==> src/rtl/instr_encoder_loader_if.sv <==
`default_nettype none
// ============================================================================
// Module      : instr_encoder_loader_if
// Description : Bundles the decoded-field input stream (valid/ready) and the
//               instruction-memory write port used by instr_encoder_loader.
//               master : the host/boot side. It drives the field bundle and
//                        the memory acceptance strobe.
//               slave  : the encoder/loader. It accepts bundles and issues
//                        memory writes.
//               Signals:
//                 in_valid_i/in_ready_o/in_last_i  stream handshake
//                 op_code_i, rd_i, rs1_i, rs2_i,
//                 funct3_i, fnc7_h20_i, imm_i      decoded instruction fields
//                 imem_wr_en_o/imem_addr_o/
//                 imem_data_o/imem_ready_i         memory write port
// Revision    : 1.0 - initial release
// ============================================================================
interface instr_encoder_loader_if;
    logic        in_valid_i;
    logic        in_ready_o;
    logic        in_last_i;
    logic [6:0]  op_code_i;
    logic [4:0]  rd_i;
    logic [4:0]  rs1_i;
    logic [4:0]  rs2_i;
    logic [2:0]  funct3_i;
    logic        fnc7_h20_i;
    logic [31:0] imm_i;
    logic        imem_wr_en_o;
    logic [31:0] imem_addr_o;
    logic [31:0] imem_data_o;
    logic        imem_ready_i;

    modport master (
        output in_valid_i, in_last_i, op_code_i, rd_i, rs1_i, rs2_i,
               funct3_i, fnc7_h20_i, imm_i, imem_ready_i,
        input  in_ready_o, imem_wr_en_o, imem_addr_o, imem_data_o
    );

    modport slave (
        input  in_valid_i, in_last_i, op_code_i, rd_i, rs1_i, rs2_i,
               funct3_i, fnc7_h20_i, imm_i, imem_ready_i,
        output in_ready_o, imem_wr_en_o, imem_addr_o, imem_data_o
    );
endinterface : instr_encoder_loader_if
`default_nettype wire

==> src/rtl/instr_encoder_loader.sv <==
`default_nettype none
// ============================================================================
// Module      : instr_encoder_loader
// Description : Packs decoded RV32I instruction fields (R/I/S/B/U/J formats)
//               into 32-bit words. Each word is written sequentially into
//               instruction memory through a single-entry write buffer with
//               backpressure. A session starts on start_i. It ends after the
//               bundle marked last, or on overflow. done_o pulses once at the
//               end of the session.
// Ports       : clk_i, rst_i (async, active-high), start_i
//               bus     - instr_encoder_loader_if.slave (stream + imem port)
//               busy_o  - high while loading or flushing
//               done_o  - one-cycle end-of-session pulse
//               count_o - words written in the current/last session
//               err_o   - sticky: [0] illegal opcode, [1] immediate range,
//                         [2] overflow
// Options     : ENC_IMM_CHK_EN - when defined, immediates are range-checked.
//               An out-of-range legal bundle is dropped and sets err_o[1].
//               When undefined, immediates are truncated to the field width.
// Revision    : 1.0 - initial release
// ============================================================================
module instr_encoder_loader #(
    parameter logic [31:0] BASE_ADDR = 32'h0000_0000,
    parameter int          DEPTH     = 1024,
    parameter int          CNT_W     = $clog2(DEPTH) + 1
) (
    input  logic                  clk_i,
    input  logic                  rst_i,
    input  logic                  start_i,
    instr_encoder_loader_if.slave bus,
    output logic                  busy_o,
    output logic                  done_o,
    output logic [CNT_W-1:0]      count_o,
    output logic [2:0]            err_o
);

    localparam logic [6:0] c_OP_R      = 7'b0110011;
    localparam logic [6:0] c_OP_IMM    = 7'b0010011;
    localparam logic [6:0] c_OP_LOAD   = 7'b0000011;
    localparam logic [6:0] c_OP_JALR   = 7'b1100111;
    localparam logic [6:0] c_OP_STORE  = 7'b0100011;
    localparam logic [6:0] c_OP_BRANCH = 7'b1100011;
    localparam logic [6:0] c_OP_LUI    = 7'b0110111;
    localparam logic [6:0] c_OP_AUIPC  = 7'b0010111;
    localparam logic [6:0] c_OP_JAL    = 7'b1101111;

    localparam logic [CNT_W-1:0] c_DEPTH_CNT = CNT_W'(DEPTH);
    localparam logic [CNT_W-1:0] c_LAST_IDX  = CNT_W'(DEPTH - 1);
    localparam logic [CNT_W-1:0] c_CNT_ONE   = CNT_W'(1);

    typedef enum logic [1:0] {
        c_IDLE  = 2'd0,
        c_LOAD  = 2'd1,
        c_FLUSH = 2'd2,
        c_DONE  = 2'd3
    } state_t;

    state_t           r_state;
    state_t           w_state_nxt;

    logic             r_wr_pend;
    logic [31:0]      r_data;
    logic [31:0]      r_addr;
    logic [CNT_W-1:0] r_count;
    logic [2:0]       r_err;

    logic [31:0]      w_word;
    logic             w_legal;
    logic             w_is_shift;
    logic             w_imm_ok;
    logic [6:0]       w_f7;
    logic             w_in_ready;
    logic             w_accept;
    logic             w_complete;
    logic [CNT_W-1:0] w_occupancy;
    logic             w_full;
    logic             w_write;
    logic             w_ovf;

    // ------------------------------------------------------------------------
    // Field packing
    // ------------------------------------------------------------------------
    assign w_f7       = {1'b0, bus.fnc7_h20_i, 5'b00000};
    assign w_is_shift = (bus.op_code_i == c_OP_IMM) &&
                        ((bus.funct3_i == 3'd1) || (bus.funct3_i == 3'd5));

    always_comb begin
        w_word  = 32'h0000_0000;
        w_legal = 1'b1;
        case (bus.op_code_i)
            c_OP_R: begin
                w_word = {w_f7, bus.rs2_i, bus.rs1_i, bus.funct3_i,
                          bus.rd_i, bus.op_code_i};
            end
            c_OP_IMM, c_OP_LOAD, c_OP_JALR: begin
                if (w_is_shift) begin
                    // Shift-immediates carry shamt plus the SRAI select bit.
                    w_word = {w_f7, bus.imm_i[4:0], bus.rs1_i, bus.funct3_i,
                              bus.rd_i, bus.op_code_i};
                end else begin
                    w_word = {bus.imm_i[11:0], bus.rs1_i,
                              (bus.op_code_i == c_OP_JALR) ? 3'b000 : bus.funct3_i,
                              bus.rd_i, bus.op_code_i};
                end
            end
            c_OP_STORE: begin
                w_word = {bus.imm_i[11:5], bus.rs2_i, bus.rs1_i, bus.funct3_i,
                          bus.imm_i[4:0], bus.op_code_i};
            end
            c_OP_BRANCH: begin
                w_word = {bus.imm_i[12], bus.imm_i[10:5], bus.rs2_i, bus.rs1_i,
                          bus.funct3_i, bus.imm_i[4:1], bus.imm_i[11],
                          bus.op_code_i};
            end
            c_OP_LUI, c_OP_AUIPC: begin
                w_word = {bus.imm_i[31:12], bus.rd_i, bus.op_code_i};
            end
            c_OP_JAL: begin
                w_word = {bus.imm_i[20], bus.imm_i[10:1], bus.imm_i[11],
                          bus.imm_i[19:12], bus.rd_i, bus.op_code_i};
            end
            default: begin
                w_legal = 1'b0;
            end
        endcase
    end

    // ------------------------------------------------------------------------
    // Immediate range check
    // ------------------------------------------------------------------------
`ifdef ENC_IMM_CHK_EN
    logic w_fits12;
    logic w_fits13;
    logic w_fits21;

    // A value fits a signed N-bit field when all bits above N-1 match bit N-1.
    assign w_fits12 = (&bus.imm_i[31:11]) || !(|bus.imm_i[31:11]);
    assign w_fits13 = (&bus.imm_i[31:12]) || !(|bus.imm_i[31:12]);
    assign w_fits21 = (&bus.imm_i[31:20]) || !(|bus.imm_i[31:20]);

    always_comb begin
        w_imm_ok = 1'b1;
        case (bus.op_code_i)
            c_OP_IMM:                          w_imm_ok = w_is_shift ? (bus.imm_i[31:5] == 27'd0)
                                                                     : w_fits12;
            c_OP_LOAD, c_OP_JALR, c_OP_STORE: w_imm_ok = w_fits12;
            c_OP_BRANCH:                       w_imm_ok = w_fits13 && !bus.imm_i[0];
            c_OP_LUI, c_OP_AUIPC:              w_imm_ok = (bus.imm_i[11:0] == 12'd0);
            c_OP_JAL:                          w_imm_ok = w_fits21 && !bus.imm_i[0];
            default:                           w_imm_ok = 1'b1;
        endcase
    end
`else
    assign w_imm_ok = 1'b1;
`endif

    // ------------------------------------------------------------------------
    // Handshake and write-buffer control
    // ------------------------------------------------------------------------
    // A new bundle may enter while the buffered write retires this same cycle.
    assign w_in_ready  = (r_state == c_LOAD) && (!r_wr_pend || bus.imem_ready_i);
    assign w_accept    = bus.in_valid_i && w_in_ready;
    assign w_complete  = r_wr_pend && bus.imem_ready_i;

    // Words already written plus the one still buffered.
    assign w_occupancy = r_count + CNT_W'(r_wr_pend);
    assign w_full      = (w_occupancy == c_DEPTH_CNT);
    assign w_write     = w_accept && w_legal && w_imm_ok && !w_full;
    assign w_ovf       = w_accept && w_legal && w_imm_ok && w_full;

    // ------------------------------------------------------------------------
    // Session FSM
    // ------------------------------------------------------------------------
    always_ff @(posedge clk_i or posedge rst_i) begin
        if (rst_i) begin
            r_state <= c_IDLE;
        end else begin
            r_state <= w_state_nxt;
        end
    end

    always_comb begin
        w_state_nxt = r_state;
        busy_o      = 1'b0;
        done_o      = 1'b0;
        case (r_state)
            c_IDLE: begin
                if (start_i) begin
                    w_state_nxt = c_LOAD;
                end
            end
            c_LOAD: begin
                busy_o = 1'b1;
                if (w_accept && (bus.in_last_i || w_ovf)) begin
                    w_state_nxt = c_FLUSH;
                end
            end
            c_FLUSH: begin
                busy_o = 1'b1;
                if (!r_wr_pend) begin
                    w_state_nxt = c_DONE;
                end
            end
            c_DONE: begin
                done_o      = 1'b1;
                w_state_nxt = c_IDLE;
            end
            default: begin
                w_state_nxt = c_IDLE;
            end
        endcase
    end

    // ------------------------------------------------------------------------
    // Datapath: write buffer, address, count, sticky errors
    // ------------------------------------------------------------------------
    always_ff @(posedge clk_i or posedge rst_i) begin
        if (rst_i) begin
            r_wr_pend <= 1'b0;
            r_data    <= 32'h0000_0000;
            r_addr    <= BASE_ADDR;
            r_count   <= '0;
            r_err     <= 3'b000;
        end else if ((r_state == c_IDLE) && start_i) begin
            r_count <= '0;
            r_err   <= 3'b000;
            r_addr  <= BASE_ADDR;
        end else begin
            if (w_complete) begin
                r_count <= r_count + c_CNT_ONE;
                // The address stops at the last slot, so it never points
                // beyond the window even after a full session.
                if (r_count != c_LAST_IDX) begin
                    r_addr <= r_addr + 32'd4;
                end
            end

            if (w_write) begin
                r_wr_pend <= 1'b1;
                r_data    <= w_word;
            end else if (w_complete) begin
                r_wr_pend <= 1'b0;
            end

            if (w_accept && !w_legal) begin
                r_err[0] <= 1'b1;
            end
            if (w_accept && w_legal && !w_imm_ok) begin
                r_err[1] <= 1'b1;
            end
            if (w_ovf) begin
                r_err[2] <= 1'b1;
            end
        end
    end

    assign bus.in_ready_o   = w_in_ready;
    assign bus.imem_wr_en_o = r_wr_pend;
    assign bus.imem_addr_o  = r_addr;
    assign bus.imem_data_o  = r_data;
    assign count_o          = r_count;
    assign err_o            = r_err;

endmodule : instr_encoder_loader
`default_nettype wire

==> src/flat_wrapper.sv <==
// flat-port wrapper written by rule: the top's interface ports become plain ports
module instr_encoder_loader_flat 
#(
    parameter logic [31:0] BASE_ADDR = 32'h0000_0000,
    parameter int          DEPTH     = 1024,
    parameter int          CNT_W     = $clog2(DEPTH) + 1
)
  (clk_i, rst_i, start_i, busy_o, done_o, count_o, err_o, bus_in_valid_i, bus_in_last_i, bus_op_code_i, bus_rd_i, bus_rs1_i, bus_rs2_i, bus_funct3_i, bus_fnc7_h20_i, bus_imm_i, bus_imem_ready_i, bus_in_ready_o, bus_imem_wr_en_o, bus_imem_addr_o, bus_imem_data_o);
  instr_encoder_loader_if bus_i ();
  input  logic clk_i;
  input  logic rst_i;
  input  logic start_i;
  output logic busy_o;
  output logic done_o;
  output logic [CNT_W-1:0] count_o;
  output logic [2:0] err_o;
  input wire logic [$bits(bus_i.in_valid_i)-1:0] bus_in_valid_i;
  input wire logic [$bits(bus_i.in_last_i)-1:0] bus_in_last_i;
  input wire logic [$bits(bus_i.op_code_i)-1:0] bus_op_code_i;
  input wire logic [$bits(bus_i.rd_i)-1:0] bus_rd_i;
  input wire logic [$bits(bus_i.rs1_i)-1:0] bus_rs1_i;
  input wire logic [$bits(bus_i.rs2_i)-1:0] bus_rs2_i;
  input wire logic [$bits(bus_i.funct3_i)-1:0] bus_funct3_i;
  input wire logic [$bits(bus_i.fnc7_h20_i)-1:0] bus_fnc7_h20_i;
  input wire logic [$bits(bus_i.imm_i)-1:0] bus_imm_i;
  input wire logic [$bits(bus_i.imem_ready_i)-1:0] bus_imem_ready_i;
  output wire logic [$bits(bus_i.in_ready_o)-1:0] bus_in_ready_o;
  output wire logic [$bits(bus_i.imem_wr_en_o)-1:0] bus_imem_wr_en_o;
  output wire logic [$bits(bus_i.imem_addr_o)-1:0] bus_imem_addr_o;
  output wire logic [$bits(bus_i.imem_data_o)-1:0] bus_imem_data_o;
  assign bus_i.in_valid_i = bus_in_valid_i;
  assign bus_i.in_last_i = bus_in_last_i;
  assign bus_i.op_code_i = bus_op_code_i;
  assign bus_i.rd_i = bus_rd_i;
  assign bus_i.rs1_i = bus_rs1_i;
  assign bus_i.rs2_i = bus_rs2_i;
  assign bus_i.funct3_i = bus_funct3_i;
  assign bus_i.fnc7_h20_i = bus_fnc7_h20_i;
  assign bus_i.imm_i = bus_imm_i;
  assign bus_i.imem_ready_i = bus_imem_ready_i;
  assign bus_in_ready_o = bus_i.in_ready_o;
  assign bus_imem_wr_en_o = bus_i.imem_wr_en_o;
  assign bus_imem_addr_o = bus_i.imem_addr_o;
  assign bus_imem_data_o = bus_i.imem_data_o;
  instr_encoder_loader #(.BASE_ADDR(BASE_ADDR), .DEPTH(DEPTH), .CNT_W(CNT_W)) u_core (.clk_i(clk_i), .rst_i(rst_i), .start_i(start_i), .bus(bus_i), .busy_o(busy_o), .done_o(done_o), .count_o(count_o), .err_o(err_o));
endmodule
==> config.mk <==
export PLATFORM = sky130hd
export DESIGN_NAME = instr_encoder_loader_flat
export DESIGN_NICKNAME = d
export VERILOG_FILES = /design/src/rtl/instr_encoder_loader_if.sv /design/src/rtl/instr_encoder_loader.sv /design/src/flat_wrapper.sv
export SDC_FILE = /design/constraint.sdc
export NUM_CORES = 1
export LEC_CHECK = 0
export CORE_AREA = 10 10 113 115
export CTS_CLUSTER_SIZE = 16
export DETAILED_ROUTE_END_ITERATION = 8
export DIE_AREA = 0 0 123 125
export PLACE_DENSITY = 0.75
export SKIP_CTS_REPAIR_TIMING = 1
export SYNTH_ARGS = -nofsm -noshare
export SYNTH_HDL_FRONTEND = slang
export SYNTH_SLANG_ARGS = --single-unit
==> constraint.sdc <==
create_clock -name clk_i -period 2.4 [get_ports clk_i]
set_input_delay 0.48 -clock clk_i [delete_from_list [all_inputs] [get_ports clk_i]]
set_output_delay 0.48 -clock clk_i [all_outputs]
set_load 0.05 [all_outputs]
### Word level (Yosys, flattened, before mapping)

Cells that the tools add are included.

| storage, ports and cells | value |
|---|---|
| output and inout bits | 82 |
| register bits after elaboration | 80 |
| word-level logic and storage cells | 80 |
| input bits | 64 |

| operators by class | value |
|---|---|
| add/subtract/negate cells | 3 |
| bitwise logic cells | 1 |
| multiplexer cells | 20 |
| eq/ne operators | 19 |
| reduce and logical (&&, ||, !) cells | 30 |

Operator list:

| operator | count |
|---|---|
| $pmux 32 s6 | 1 |
| $mux 32 | 4 |
| $add 32x3->32 const B | 1 |
| $mux 11 | 2 |
| $eq 7x6->1 const B | 3 |
| $eq 7x7->1 const B | 3 |
| $eq 7x5->1 const B | 2 |
| $add 11x1->11 | 1 |
| $add 11x1->11 const B | 1 |
| $eq 11x11->1 const B | 1 |
| $ne 11x10->1 const B | 1 |
| $logic_and 1x1->1 | 10 |
| $reduce_bool 2->1 | 5 |
| $reduce_or 9->1 | 1 |
| $pmux 2 s4 | 1 |
| $eq 7x2->1 const B | 1 |
| $mux 1 | 7 |
| $mux 2 | 3 |
| $mux 3 | 2 |
| $ne 2x2->1 const B | 3 |
| $reduce_and 2->1 | 3 |
| $eq 2x2->1 const B | 2 |
| $reduce_or 2->1 | 2 |
| $eq 3x1->1 const B | 1 |
| 8 further kinds | 12 |

### Longest topological paths before layout

Gate-level depths: netlist of run 1.

| depth | value |
|---|---|
| depth after elaboration | 10 |
| gate-level depth with buffers | 9 |
| mapped depth without buffers | 8 |

### Worst setup path before layout of run 1

No wires, ideal clock.

| timing path | value |
|---|---|
| path type | reg-to-reg |
| from | reg u_core.r_wr_pend (netlist: u_core.bus.imem_wr_en_o) |
| to | reg u_core.r_data[3] (netlist: u_core.bus.imem_data_o[3]) |
| library setup time | 0.125 ns |
| period minus slack after synthesis | 2.526 ns |
| cell stages (with the launch flop) | 8 |
| path slack | -0.126 ns |
| required time | 2.275 ns |
| arrival | 2.401 ns |
| path buffers | 0 |
| cells stage by stage | dfrtp_1 ha_1 ha_1 and3_1 and4b_1 o211ai_1 o311ai_4 mux2_2 |

| on the way | value |
|---|---|
| longest elaborated chain between the ends | 7 |
| elaborated cells on any way between the ends | 10 |
| those cells by class | add/sub (1); eq/ne (1); reduce/logical (8) |

RTL lines:

| item | line | source |
|---|---|---|
| from (decl) | instr_encoder_loader.sv:61 | `logic r_wr_pend;` |
| from (signal assigned) | instr_encoder_loader.sv:219 | `r_wr_pend <= 1'b0;` |
| from (signal assigned) | instr_encoder_loader.sv:239 | `r_wr_pend <= 1'b1;` |
| from (signal assigned) | instr_encoder_loader.sv:242 | `r_wr_pend <= 1'b0;` |
| branches (longest 5 deep; another with $add 11x1->11) | n/a |  |
| $logic_and 1x1->1 * | instr_encoder_loader.sv:168 | `assign w_write = w_accept && w_legal && w_imm_ok && !w_full;` |
| $reduce_and 2->1 (no line) * | n/a |  |
| to (signal assigned) | instr_encoder_loader.sv:240 | `r_data <= w_word;` |
| to (decl) | instr_encoder_loader.sv:62 | `logic [31:0] r_data;` |

Every way passes the cells marked *.
A chain may end at the register's enable or synchronous reset.

### Final worst setup path of run 1

| timing path | value |
|---|---|
| from | reg u_core.r_wr_pend (netlist: u_core.bus.imem_wr_en_o) |
| to | reg u_core.r_data[20] (netlist: u_core.bus.imem_data_o[20]) |

Same word-level chain as after synthesis.

==> results of run 1 <==
metrics by stage:
stage / setup WS [ns] / power (mW) / setup TNS, ns / hold slack (ns) / cells
floorplan: 0.0338 / 2.11 / 0 / 0.517 / 458
global placement: -0.122 / 2.57 / -0.991 / 0.448 / 747
detailed placement: -0.208 / 2.60 / -2.45 / 0.455 / 747
CTS: -0.0118 / 3.61 / -0.0206 / 0.479 / 763
global route: 0.00967 / 3.77 / 0 / 0.502 / 765
finish: 0.0710 / 3.57 / 0 / 0.474 / 765
flip-flops by register name (all words and copies together) (netlist names):
register / flops
u_core.count_o: 11
u_core.bus.imem_data_o: 32
u_core.r_state: 2
u_core.bus.imem_wr_en_o: 1
u_core.bus.imem_addr_o: 30
u_core.err_o: 2
layout make-up:
| class | instances | area share, % |
|---|---|---|
| Tap cell | 140 | 2.80 |
| Multi-Input combinational cell | 342 | 34.1 |
| Clock inverter | 6 | 1.10 |
| Timing Repair Buffer | 175 | 27.9 |
| Clock buffer | 10 | 2.04 |
| Inverter | 14 | 0.899 |
| Sequential cell | 78 | 31.2 |
per-layer routing:
layer | vias up | track usage, % | share of wire [%]
met5 | - | 0 | 0
met4 | 0 | 4.32 | 1.7
met3 | 15 | 5.22 | 8.6
met2 | 136 | 27.0 | 47
met1 | 1959 | 20.9 | 43
li1 | 1949 | - | -
cell families (layout without fill, tap and decap cells):
group | count (synthesis) | after routing | share of synthesized area [%]
buffers and inverters | 38 | 205 | 4.37
other | 1 | 3 | 0.0886
multiplexers | 7 | 7 | 1.80
AO/OA/AOI/OAI | 113 | 113 | 17.6
flip-flops | 78 | 78 | 46.1
adder cells (fa/ha/maj) | 10 | 10 | 2.96
XOR/XNOR | 29 | 29 | 6.00
AND/OR/NAND/NOR | 180 | 180 | 21.1
power by group through the flow:
stage,sequential (mW),combinational [mW],clock [mW]
2_1_floorplan,1.66,0.456,0
3_3_place_gp,1.46,1.10,0
3_5_place_dp,1.47,1.13,0
4_1_cts,1.44,1.14,1.03
5_1_grt,1.45,1.22,1.10
6_report,1.44,1.13,0.998
worst max-delay path, cell delays in order, from the launching register on:
cell       delay, ns
dfrtp_2         0.43
ha_4            0.18
ha_1            0.18
and3_4          0.18
mux2_4          0.30
o211ai_1        0.28
o311ai_4        0.15
buf_12          0.16
clkbuf_16       0.16
a21o_1          0.18
path summary, 6_finish.rpt:
path	from	slack, ns	cells after the start	to
setup / recovery	u_core.bus.imem_wr_en_o$_DFFE_PP0P_	0.07	9	u_core.bus.imem_data_o[20]$_DFFE_PP0P_
hold / removal	u_core.bus.imem_data_o[0]$_DFFE_PP0P_	0.47	1	u_core.bus.imem_data_o[0]$_DFFE_PP0P_
setup reg to reg	u_core.bus.imem_wr_en_o$_DFFE_PP0P_	0.07	9	u_core.bus.imem_data_o[20]$_DFFE_PP0P_
hold reg to reg	u_core.bus.imem_data_o[0]$_DFFE_PP0P_	0.47	1	u_core.bus.imem_data_o[0]$_DFFE_PP0P_
max in group asynchronous	rst_i	1.47	3	u_core.count_o[0]$_DFFE_PP0P_
min in group asynchronous	rst_i	0.61	3	u_core.bus.imem_data_o[15]$_DFFE_PP0P_
cells in the final DEF, fill, tap and decap left out, types with 8 or more instances in the layout:
cell,Yosys,layout
dfrtp_1,78,76
nor3_1,14,14
o21ai_0,46,44
inv_1,14,13
clkbuf_8,0,9
nand3_1,15,15
clkdlybuf4s50_1,0,140
or3_1,11,11
ha_1,10,9
a21oi_1,17,16
nor2_1,42,42
buf_4,7,29
xor2_1,8,8
nand2_1,57,57
a22oi_1,19,19
xnor2_1,21,21
==> impl_results.md, run 1 <==
- Arrival @ worst endpoint: between 2 and 3 ns
- Final Hold Violating Endpoints: 0
- Mean Syn Cell Area: 9.29 um2
- Synth cell types: 55
- Count leader, synth: dfrtp_1
- Initial antenna violation count: 0
- CTS tree: built
- Placed Area: 5990 um2
- Vias in the first global route: 4017
- Share of cells above drive strength 1: 11.0%
- Ys flop type: dfrtp_1
- Final #Nets: 694
- Initial DRT Pass Iterations: 7
- Site row count: 38
- Routed WL: 13400 um
- DIE AREA: 15400 um2
- Synth-to-Final Area Change: 47.9%
- Pwr Density: 571 nW/um2
- Placer Congestion: between 0.9 and 1
- CP Launch Type: flip-flop
- Via density: 5.31
- Worst EP required: around 2.6 ns
- Post-synth top area share: 46.1%
- Combined area of the multi-input logic cells: 2130 um2
- Inserted Clock Buffers: 9
- Synth area leaders: dfrtp_1 (46%), o21ai_0 (5.4%), nand2_1 (5.1%), xnor2_1 (4.3%), nor2_1 (3.7%)
- Mapped cell area: 4230 um2
- RSZ-0062 raised after global routing: no
- Initial Util: 39.9%
- Total track usage: 16.7%
- #FFs+latches synth: 78
- First-pass GRT wire length: 21100 um
- Synth Warn #: 0
- Most area-hungry cell type in the Yosys netlist: dfrtp_1
- Cell leakage power: between 2 and 3 nW
- # port buffers: 142
- Max cap viols: 0
- Max Buffers Root-to-Sink: 2
- ANT cells: 0
- Largest net degree at the start of global routing: 79
- Post-DP HPWL: 10300 um
- Via total after detailed routing: around 4000
- Path type of the worst setup path: reg -> reg
- Post-synth EDFFs: 0
- Sequential power share: just over 40%
- Status: complete, no violations
- Worst-case clock skew: 0.00914 ns
- Sink Count: 78
- CORE AREA: 10600 um2
- Int Power: 2.31 mW
- Register area: 1950 um2
- Iteration-0 DRC Markers: between 200 and 300
- DIE HEIGHT: 125 um
- Clock H-tree levels: 3
- FMAX: 429 MHz
- Max VDD drop: slightly below 0.3 mV
- Final slew viol count: 0
- Sequential share of the synthesized area: 46.1%
- Post-synth ARST share: 100%
- Logic pwr share: 31.7%
- Clock power frac: between 20 and 30%
- Slew HR: between 50 and 60%
- Final Util: 59.1%
- Number of endpoints failing setup at the final stage: 0
- Period utilization: 97.0%
- Clock-pin slew on the worst setup and hold paths: ~0.09 ns
- Fillcell total: roughly 930
- CP max FO: 16
- Post-synthesis cell count: 456
- Final instance area: ~6300 um2
- Root Driver: clkbuf_8
- Drt drc: 0
- Hold Path Class: reg -> reg
- I/O pins: 146
- Die Span X: 123 um
- Final Critical Period: approximately 2.3 ns
- Post-synth top cells: dfrtp_1 (78), nand2_1 (57), o21ai_0 (46)
- Post-DR wirelength/cell: between 15 and 20 um
- Switching Power: about 1.3 mW
- Tightest Pin Transition: around 0.70 ns
- CP Capture Type: flip-flop
- Clock Latency Late Sink: 0.34 ns
- Sw Ratio: about a third
- Antenna Nets Post-Route: 0
- Total congestion overflow: 0
Note: power is estimated with default switching activity, not from simulation.
==> run 2, diff against run 1 <==
--- a/config.mk
+++ b/config.mk
@@ -5,12 +5,14 @@
 export SDC_FILE = /design/constraint.sdc
 export NUM_CORES = 1
 export LEC_CHECK = 0
-export CORE_AREA = 10 10 113 115
+export ABC_AREA = 1
+export CORE_AREA = 10 10 118 120
 export CTS_CLUSTER_SIZE = 16
 export DETAILED_ROUTE_END_ITERATION = 8
-export DIE_AREA = 0 0 123 125
-export PLACE_DENSITY = 0.75
+export DIE_AREA = 0 0 128 130
+export PLACE_DENSITY = 0.76
 export SKIP_CTS_REPAIR_TIMING = 1
+export SLEW_MARGIN = 20
 export SYNTH_ARGS = -nofsm -noshare
 export SYNTH_HDL_FRONTEND = slang
 export SYNTH_SLANG_ARGS = --single-unit
==> impl_results.md, run 2 <==
- Status: complete, no violations
- Max cap viols: 0
- Final slew viol count: 0
- Critical path depth: 2
- ANT cells: 0
- Final instance area: 6970 um2
- Routed WL: 15100 um
- CP max FO: 4
- DIE HEIGHT: 130 um
- Arrival @ worst endpoint: 1.72 ns
- I/O pins: 146
- Fillcell total: approximately 1100
- Worst Reg-to-Reg Cells: 13
- Clock Latency Late Sink: 0.34 ns
- CTS tree: built
- Worst-case clock skew: about 0.0076 ns
- Post-synthesis cell count: 671
- Setup total negative slack: 0 ns
- Inserted Clock Buffers: 9
- CORE AREA: 11700 um2
- Synth-to-Final Area Change: 43.3%
- Post-synth top cells: nand2_1 (176), inv_1 (83), dfrtp_1 (78)
- Tightest Pin Transition: 0.571 ns
- R2r setup slk: 0.20 ns
- Busiest layer in global routing: met2
- CP Capture Type: output port
- Most area-hungry cell type in the Yosys netlist: dfrtp_1
- Most frequent cells in the layout: nand2_1 (176), clkdlybuf4s50_1 (140), inv_1 (82)
- Setup crit end: done_o
- First-pass GRT wire length: 23500 um
- Post-synth top area share: roughly 40%
- Grt met3 use: around 6%
- Total Power: approximately 4.9 mW
- Crit path max-delay family: buffers and inverters
- Pwr Density: roughly 700 nW/um2
- Path type of the worst setup path: reg -> out
- Placed Area: 6560 um2
- Final Hold Violating Endpoints: 0
- Worst EP required: 1.92 ns
- Via total after detailed routing: about 5100
- Post-synth ARST share: 100%
- Post-DP HPWL: 11500 um
- Max Buffers Root-to-Sink: 2
- Initial Util: around 41%
- WHS: 0.479 ns
- Period utilization: 91.8%
- Initial antenna violation count: 0
- Worst setup path start: u_core.r_state[0]$_DFFE_PP0P_
- Grt met1 use: 21.3%
- Mean Syn Cell Area: 7.24 um2
- Cell Chain, Critical Path: ha_1 -> clkdlybuf4s50_1
- Min-delay src: u_core.bus.imem_data_o[22]$_DFFE_PP0P_
- Synth cell types: 36
- Die Span X: 128 um
- CP Launch Type: flip-flop
- Count leader, synth: nand2_1
- Vias in the first global route: 4712
- Largest net degree at the start of global routing: 79
- Register area: 1950 um2
- RSZ-0062 raised after global routing: no
- Sink Count: 78
- Max VDD drop: 0.519 mV
- Final Critical Period: 2.20 ns
- Hold Path Class: reg -> reg
- Cell leakage power: 3.17 nW
- Number of endpoints failing setup at the final stage: 0
- Site row count: 40
- Leading cell type in the layout, fill and taps excluded: nand2_1
- Total congestion overflow: 0
- Mapped cell area: 4860 um2
- Iteration-0 DRC Markers: 449
- Initial DRT Pass Iterations: 6
- FMAX: 454 MHz
- DIE AREA: 16600 um2
- Root Driver: clkbuf_16
- Final #Nets: 910
- Via density: 5.14
- #FFs+latches synth: 78
- # port buffers: approximately 140
- Placer Congestion: approximately 0.9
- WP buf/inv: 1
- Drt drc: 0
- Post-DR wirelength/cell: approximately 15 um
- CP max stage cell: clkdlybuf4s50_1
- Total track usage: 17.3%
- Synth area leaders: dfrtp_1 (40%), nand2_1 (14%), inv_1 (6.4%), nor2_1 (5.6%), nand3_1 (5.0%)
- Clock H-tree levels: 3
- Slowest cell delay on critical path: around 0.80 ns
- Synth Warn #: 0
- Slew HR: 61.8%
- Max reg flops: 32
- Clock-pin slew on the worst setup and hold paths: ~0.06 ns
- Sequential share of the synthesized area: between 40% and 50%
- Combined area of the multi-input logic cells: 2550 um2
- Worst r2r src: u_core.bus.imem_wr_en_o$_DFFE_PP0P_
- Reg-to-Reg End: u_core.bus.imem_data_o[30]$_DFFE_PP0P_
- Final Util: 59.5%
- Met2 usage: 27.8%
- Share of cells above drive strength 1: 9.04%
- Ys flop type: dfrtp_1
- Antenna Nets Post-Route: 0
- Post-synth EDFFs: 0
-- run 2: changes by cell type after synthesis, moves of 7 or more --
cell,change
inv_1,+69
a21oi_1,+18
xnor2_1,-14
o31ai_1,+7
or3_1,-11
and4_1,-7
nand4_1,+10
o21ai_2,+15
o21ai_0,-10
nand3_1,+34
nand2_1,+119
nor2_1,+31
nor2_2,+8
-- run 2: worst min-delay path by stage --
stage	end	slack [ns]	depth (start not counted)
floorplan	u_core.r_state[1]$_DFFE_PP0P_	0.49	2
global placement	u_core.bus.imem_data_o[24]$_DFFE_PP0P_	0.46	2
finish	u_core.bus.imem_data_o[22]$_DFFE_PP0P_	0.48	2
global route	u_core.bus.imem_data_o[17]$_DFFE_PP0P_	0.50	2
detailed placement	u_core.bus.imem_data_o[24]$_DFFE_PP0P_	0.46	2
CTS	u_core.bus.imem_data_o[15]$_DFFE_PP0P_	0.48	2
-- run 2: logic make-up after synthesis --
| group | after synthesis | share of synthesized area, % |
|---|---|---|
| buffers and inverters | 101 | 8.83 |
| AND/OR/NAND/NOR | 346 | 30.9 |
| XOR/XNOR | 10 | 1.80 |
| AO/OA/AOI/OAI | 125 | 15.6 |
| other | 1 | 0.0772 |
| adder cells (fa/ha/maj) | 10 | 2.57 |
| flip-flops | 78 | 40.2 |
-- run 2: tightest hold or removal path: cells and delay by family (launching register included) --
| family | cells | cell delay (ns) |
|---|---|---|
| flip-flops | 1 | 0.34 |
| AO/OA/AOI/OAI | 1 | 0.04 |
| AND/OR/NAND/NOR | 1 | 0.06 |
-- run 2: final cells by class --
cell class,count,area share (%)
multi-input combinational,497,36.7
sequential,78,28.0
timing repair buffer,167,23.6
inverter,83,4.53
clock buffer,13,3.59
tap,147,2.64
clock inverter,3,0.970
-- run 2: per-layer routing --
metal	vias to the layer above	wire length (um)
met2	190	7130
met4	0	238
met5	-	0
met3	22	1190
li1	2532	-
met1	2330	6540
-- run 2: through the flow --
stage / instances / setup slack [ns]
floorplan: 673 / 0.0129
CTS: 984 / 0.0194
detailed placement: 968 / -0.0835
global placement: 968 / 0.0298
global route: 988 / 0.0365
finish: 988 / 0.196
-- run 2: power by group --
part,switching [mW],internal (mW)
Clock,0.528,0.941
Sequential,0.150,1.46
Combinational,1.16,0.620
Total,1.84,3.02
